<file path="src/rtl/cu_command_arbiter_pkg.sv">
// Shared CU definitions: requester indices, default sizes and the command buffer line format.
package cu_command_arbiter_pkg;

    localparam int NUM_REQUESTS_DEFAULT = 3;
    localparam int COUNT_BITS_DEFAULT   = 32;

    // Requester index of each CU engine on the shared command path
    localparam int CMD_REQ_READ     = 0;
    localparam int CMD_REQ_WRITE    = 1;
    localparam int CMD_REQ_PREFETCH = 2;

    // One command buffer entry; valid marks a presented/issued command
    typedef struct packed {
        logic        valid;
        logic [3:0]  command;
        logic [7:0]  tag;
        logic [31:0] address;
    } CommandBufferLine;

endpackage

</file>
<file path="src/rtl/cu_command_arbiter_round_robin_priority_select.sv">
// Combinational round-robin search: first set bit of valid at or after ptr, wrapping.
module round_robin_priority_select #(
    parameter int NUM_REQUESTS = 3,
    parameter int INDEX_BITS   = $clog2(NUM_REQUESTS)
) (
    input  logic [NUM_REQUESTS-1:0] valid,
    input  logic [INDEX_BITS-1:0]   ptr,
    output logic                    found,
    output logic [INDEX_BITS-1:0]   index
);

    localparam int WIDE_BITS = INDEX_BITS + 1;

    // Scan from the farthest offset back towards ptr so the nearest valid slot wins
    always_comb begin
        logic [WIDE_BITS-1:0] candidate;
        candidate = '0;
        found     = 1'b0;
        index     = '0;
        for (int k = NUM_REQUESTS - 1; k >= 0; k--) begin
            candidate = {1'b0, ptr} + WIDE_BITS'(k);
            if (candidate >= WIDE_BITS'(NUM_REQUESTS)) begin
                candidate = candidate - WIDE_BITS'(NUM_REQUESTS);
            end
            if (valid[candidate[INDEX_BITS-1:0]]) begin
                found = 1'b1;
                index = candidate[INDEX_BITS-1:0];
            end
        end
    end

endmodule

</file>
<file path="src/rtl/cu_command_arbiter.sv">
// Round-robin arbiter sharing the CU command path between the read, write and prefetch engines.
module cu_command_arbiter
    import cu_command_arbiter_pkg::*;
#(
    parameter int NUM_REQUESTS = NUM_REQUESTS_DEFAULT,
    parameter int COUNT_BITS   = COUNT_BITS_DEFAULT
) (
    input  logic                                     clock,
    input  logic                                     rstn,
    input  logic                                     enabled_in,
    input  logic                                     command_buffer_alfull,
    input  CommandBufferLine [NUM_REQUESTS-1:0]      command_in,
    output logic [NUM_REQUESTS-1:0]                  command_ready_out,
    output CommandBufferLine                         command_out,
    output logic [NUM_REQUESTS-1:0]                  grant_out,
    output logic [NUM_REQUESTS-1:0][COUNT_BITS-1:0]  issue_count_out
);

    localparam int INDEX_BITS = $clog2(NUM_REQUESTS);

    CommandBufferLine          slot_cmd_reg   [NUM_REQUESTS];
    logic                      slot_valid_reg [NUM_REQUESTS];
    logic [COUNT_BITS-1:0]     count_reg      [NUM_REQUESTS];
    logic [NUM_REQUESTS-1:0]   slot_valid;
    logic [INDEX_BITS-1:0]     ptr_reg;
    logic [INDEX_BITS-1:0]     ptr_next;
    CommandBufferLine          command_reg;
    CommandBufferLine          command_next;
    logic [NUM_REQUESTS-1:0]   grant_reg;
    logic [NUM_REQUESTS-1:0]   grant_next;
    logic                      found;
    logic [INDEX_BITS-1:0]     winner;
    logic                      issue;

    // A slot can only accept while empty; reset also holds ready low since it drops any capture
    assign command_ready_out = {NUM_REQUESTS{enabled_in & ~rstn}} & ~slot_valid;

    round_robin_priority_select #(
        .NUM_REQUESTS (NUM_REQUESTS),
        .INDEX_BITS   (INDEX_BITS)
    ) u_select (
        .valid (slot_valid),
        .ptr   (ptr_reg),
        .found (found),
        .index (winner)
    );

    // found is set exactly when any slot is valid, since ptr is always in range
    assign issue = enabled_in & ~command_buffer_alfull & found;

    // Winner's command, one-hot source and the rotated priority pointer
    always_comb begin
        command_next = '0;
        grant_next   = '0;
        ptr_next     = ptr_reg;
        if (issue) begin
            command_next       = slot_cmd_reg[winner];
            command_next.valid = 1'b1;
            grant_next         = NUM_REQUESTS'(1) << winner;
            ptr_next           = (winner == INDEX_BITS'(NUM_REQUESTS - 1)) ? '0 : winner + 1'b1;
        end
    end

    genvar gi;
    generate
        for (gi = 0; gi < NUM_REQUESTS; gi++) begin : g_slot
            assign slot_valid[gi]      = slot_valid_reg[gi];
            assign issue_count_out[gi] = count_reg[gi];

            // Holding slot: load on accept, free on grant (never both in one cycle)
            always_ff @(posedge clock) begin
                if (rstn) begin
                    slot_valid_reg[gi] <= 1'b0;
                    slot_cmd_reg[gi]   <= '0;
                end else if (command_ready_out[gi] && command_in[gi].valid) begin
                    slot_valid_reg[gi] <= 1'b1;
                    slot_cmd_reg[gi]   <= command_in[gi];
                end else if (grant_next[gi]) begin
                    slot_valid_reg[gi] <= 1'b0;
                end
            end

            // Issued-command counter, wraps naturally
            always_ff @(posedge clock) begin
                if (rstn) begin
                    count_reg[gi] <= '0;
                end else if (grant_next[gi]) begin
                    count_reg[gi] <= count_reg[gi] + 1'b1;
                end
            end
        end
    endgenerate

    // Output registers and priority pointer; outputs return to zero when nothing issues
    always_ff @(posedge clock) begin
        if (rstn) begin
            ptr_reg     <= '0;
            command_reg <= '0;
            grant_reg   <= '0;
        end else begin
            ptr_reg     <= ptr_next;
            command_reg <= command_next;
            grant_reg   <= grant_next;
        end
    end

    assign command_out = command_reg;
    assign grant_out   = grant_reg;

endmodule

</file>
<file path="config.mk">
export PLATFORM = sky130hd
export DESIGN_NAME = cu_command_arbiter
export DESIGN_NICKNAME = d
export VERILOG_FILES = /design/src/rtl/cu_command_arbiter_pkg.sv /design/src/rtl/cu_command_arbiter_round_robin_priority_select.sv /design/src/rtl/cu_command_arbiter.sv
export SDC_FILE = /design/constraint.sdc
export NUM_CORES = 1
export LEC_CHECK = 0
export CAP_MARGIN = 20
export CORE_MARGIN = 2
export CORE_UTILIZATION = 54
export DETAILED_ROUTE_END_ITERATION = 12
export GPL_TIMING_DRIVEN = 1
export PLACE_DENSITY = 0.88
export SLEW_MARGIN = 0
export SYNTH_ARGS = -nofsm -noshare
export SYNTH_HDL_FRONTEND = slang
export SYNTH_HIERARCHICAL = 1
export SYNTH_SLANG_ARGS = --single-unit
</file>
<file path="constraint.sdc">
create_clock -name clock -period 6 [get_ports clock]
set_clock_uncertainty 0.1 [all_clocks]
set_input_delay 0.9 -clock clock [delete_from_list [all_inputs] [get_ports clock]]
set_output_delay 0.9 -clock clock [all_outputs]
set_load 0.02 [all_outputs]
</file>
-- Yosys cells after proc, flatten, opt, wreduce, memory -nomap -nowiden
Memory sizes are Yosys's and may differ from the RTL's.
Cells that the tools add are included.
- flip-flop bits (word level): 50
- RAM bits: 234
- word-level logic and storage cells: 109
- memories: 3
- memories (memory ; words ; width ; read ports ; clocked after memory_dff ; wr ports ; line ; text):
    slot_cmd_reg ; 3 ; 45 ; 1 ; 0 ; 3 ; cu_command_arbiter.sv:21 ; CommandBufferLine slot_cmd_reg [NUM_REQUESTS];
    count_reg ; 3 ; 32 ; 3 ; 0 ; 3 ; cu_command_arbiter.sv:23 ; logic [COUNT_BITS-1:0] count_reg [NUM_REQUESTS];
    slot_valid_reg ; 3 ; 1 ; 3 ; 0 ; 3 ; cu_command_arbiter.sv:22 ; logic slot_valid_reg [NUM_REQUESTS];
- add/sub/neg operators: 9
- $lt $le $gt $ge: 6
- equal/unequal tests: 1
- shift-type cells: 1
- multiplexer cells: 59
- bitwise operators: 20
- reduce and logical (&&, ||, !) cells: 4
- operator list (kind ; number):
    $mux W45 ; 4
    $add A32 B1 Y32 const B ; 3
    $mux W32 ; 3
    $mux W1 ; 41
    $mux W2 ; 7
    $or A1 B1 Y1 ; 12
    $lt A2 B3 Y1 const B ; 3
    $bmux W1 S2 ; 3
    $ge A3 B2 Y1 const B ; 2
    $sub A2 B2 Y2 const B ; 3
    $add A2 B1 Y3 const B ; 1
    $add A2 B2 Y3 const B ; 1
    $and A1 B1 Y1 ; 3
    $and A3 B3 Y3 ; 1
    $logic_and A1 B1 Y1 ; 3
    $mux W3 ; 1
    $not A1 Y1 ; 3
    $not A3 Y3 ; 1
    $shl A1 B2 Y3 const A ; 1
    $add A2 B1 Y2 const B ; 1
    $eq A2 B2 Y1 const B ; 1
    $ge A2 B2 Y1 const B ; 1
    $reduce_or A2 Y1 ; 1

-- Logic depth before layout (Yosys ltp)
- depth in word-level cells: 15
- mapped depth: 14
- gate-level depth less buffers: 11

-- By module
The synthesis kept the hierarchy.
- by module, submodules not included (module ; times used ; cells an instance ; area an instance (um^2)):
    cu_command_arbiter ; 1 ; 1037 ; 12264.3
    round_robin_priority_select ; 1 ; 27 ; 191.4

-- Least setup slack after synthesis
Ideal clock, no wire load.
- path kind: flip-flop to flip-flop
- start: register ptr_reg[1]
- end: memory count_reg[1][0] (netlist bit), enable pin
- setup time: 394 ps
- data arrival time: 2768 ps
- data required time: 5506 ps
- setup slack: 2738 ps
- stages on the path, launching flop included: 11
- path buffers: 2
- cell sequence: dfxtp_1 inv_1 ha_1 buf_6 mux2i_1 o221ai_1 o311ai_0 clkbuf_1 nor2b_1 nand2_1 nand2b_1
- RTL lines (what ; line ; text):
    start: declaration ; cu_command_arbiter.sv:25 ; logic [INDEX_BITS-1:0] ptr_reg;
    start signal: assignment ; cu_command_arbiter.sv:101 ; ptr_reg <= ptr_next;
    end: declaration ; cu_command_arbiter.sv:23 ;

==> impl_metrics.ini <==
[status]
status = complete, no violations

[detailed_routing]
detail_route.wl_per_cell_um = 19.1
first_iter_violations = 728
dr.pass1.iters = 5
ant_nets = 0
vias = 9434
drt-total-wl_um = 31300
viasPerCell = 5.73
post-route-drc-count = 0

[timing]
hold_viol = 0
post-route-min-period_ns = 4.00
worst_slew_pin_slew_ns = 1.00
slew_violations = 0
setup_viol = 0
rsz0062_at_grt = false
relSlewSlack_pct = 32.4
whs_ns = 0.386
finalCritPeriodShare_pct = 66.6
setup_ws_ns = 2.00
max_freq_mhz = 250
final.setup.tns_ns = 0

[placed_design]
pre_cts_slack_ns = 1.75
port_buffers = 285
gp_congestion = 0.890
dp_hpwl_um = 20500

[clock_network]
cts_setup_buffers = 0
path_clk_slew_ns = 0.07
root_buffer = clkbuf_16
htreeDepth = 1
clock_sinks = 281
cts_buffers = 27
hold_buffers = 0
cts_tree = built
clockBufferDepth = 3
cts-resized-gates = 0
worstSkewPairLatency_ns = 0.53

[floorplanning]
io_pins = 286
die_h_um = 156
die-area_um2 = 24300
rows = 55
initial_core_util_pct = 55.0
core_area_um2 = 22600
fp.dieW_um = 156

[finish]
final_common_cell = clkdlybuf4s50_1
layout.nets = 1484
drive_above_1_share_pct = 6.18
largest_register_ffs = 132
final_cell_mix = clkdlybuf4s50_1 (285), edfxtp_1 (231), nor2_1 (194)
synthToLayoutAreaGrowth_pct = 33.0
seqCellArea_um2 = 7940
fillers = 1457
multi_input_area_um2 = 4260

[yosys]
avgSynthCellArea_um2 = 11.7
ys_warn_count = 6
yosysUniqueCellTypes = 39
synthFlopType = edfxtp_1
async_reset_ff_share_pct = 0
ys_seq_elements = 281
synth_xor_area_share_pct = 5.98
postSynthCellCount = 1064
synth_fa_ha_area_share_pct = 0.603
synth_edf_count = 231
synth.net_count = 1209
synth_top_family_by_area = simple AND/OR/NAND/NOR gates
synth_mux_area_share_pct = 3.62
synth-compound-area-share_pct = 2.92
synth-simple-area-share_pct = 20.9
yosysSeqAreaShare_pct = 63.7
syn_area_um2 = 12500

[critical_path]
cp.arrival_ns = 4.17
path_class = flip-flop to flip-flop
endpoint_kind = flip-flop
critical_path_peak_fanout = 45
start_kind = flip-flop
critPathRequiredTime_ns = 6.18

[pwr]
power_density_nw_per_um2 = 274
vdd_drop_max_mv = 0.245
p_leak_nw = 6.33

[global_route]
grt_pass1_wl_um = 48100
grt_overflow_total = 0
grt_max_degree = 53
track_usage_pct = 25.1
grt_pass1_vias = 9091
antenna_found_initial = 0

[job]
cap_viol_max_count = 0

[worst_hold_path]
hold_path_class = flip-flop to flip-flop
-- path summary, 6_finish.rpt --
check                                    start                        endpoint  slack [ns]  cells past startpoint
max                    ptr_reg[1]$_SDFFE_PP0N_  count_reg[2][15]$_SDFFCE_PN0P_        2.00                     12
min          slot_cmd_reg[2][21]$_SDFFCE_PN0P_      command_out[21]$_SDFF_PP0_        0.39                      2
max reg2reg            ptr_reg[1]$_SDFFE_PP0N_  count_reg[2][15]$_SDFFCE_PN0P_        2.00                     12
min reg2reg  slot_cmd_reg[2][21]$_SDFFCE_PN0P_      command_out[21]$_SDFF_PP0_        0.39                      2
-- cell type report --
| class | instances | area share, % |
|---|---|---|
| antenna | 1 | 0.0151 |
| clock buffer | 29 | 4.18 |
| inverter | 12 | 0.272 |
| tap | 285 | 2.15 |
| sequential | 281 | 47.9 |
| multi-input combinational | 711 | 25.7 |
| clock inverter | 20 | 1.10 |
| timing repair buffer | 306 | 18.7 |
-- power by group --
group,internal [mW],switching (mW)
Sequential,2.22,0.0784
Combinational,0.276,0.309
Clock,0.930,0.731
-- per-stage QoR --
stage | instances | total power, mW | instance area [um^2] | util [%]
2_1_floorplan | 1064 | 2.62 | 12500 | -
3_3_place_gp | 1589 | 2.90 | 15600 | 68.7
3_5_place_dp | 1589 | 2.91 | 15600 | 68.7
4_1_cts | 1638 | 4.56 | 16400 | 72.6
5_1_grt | 1644 | 4.69 | 16600 | 73.2
6_report | 1645 | 4.55 | 16600 | 73.2
-- worst max-delay path, cell delays in order (launching register included) --
cell and delay (ns):
dfxtp_1 0.34, inv_1 0.08, ha_1 0.38, mux2i_1 0.25
o221ai_1 0.17, o32a_1 0.38, nand2_1 0.09, or2_2 0.13
or2_2 0.76, inv_1 0.29, nand2_1 0.47, buf_8 0.23
nor2_1 0.07
-- metal layers --
layer / share of wire (%) / vias to the layer above / wire length [um] / global-route usage (%)
met5: 0 / - / 0 / 0
met4: 2.5 / 0 / 780 / 7.47
met3: 9.8 / 59 / 3080 / 4.25
met2: 50 / 578 / 15600 / 42.5
met1: 38 / 4417 / 11900 / 33.6
li1: - / 4380 / - / -
-- cell usage after synthesis (all sizes together), types with 6 or more instances --
master | n | area (um^2)
xnor2 | 27 | 236
inv | 12 | 45.0
xor2 | 58 | 508
a21oi | 52 | 260
nand4 | 38 | 244
ha | 6 | 75.1
nand3 | 35 | 175
and3 | 150 | 938
and2 | 10 | 62.6
nor3 | 8 | 55.1
nand2 | 33 | 124
or2 | 7 | 43.8
dfxtp | 50 | 1000
mux2i | 45 | 450
nor2 | 197 | 739
nor2b | 6 | 37.5
edfxtp | 231 | 6940
o21ai | 7 | 35.0
and4 | 7 | 61.3
clkbuf | 55 | 206
-- cell families after synthesis --
family,Yosys count
flops,281
mux,45
xor+xnor,85
fa+ha+maj,6
simple gates,508
compound gates,67
buf+inv,72
No activity file was read; power rests on OpenSTA's default activity.
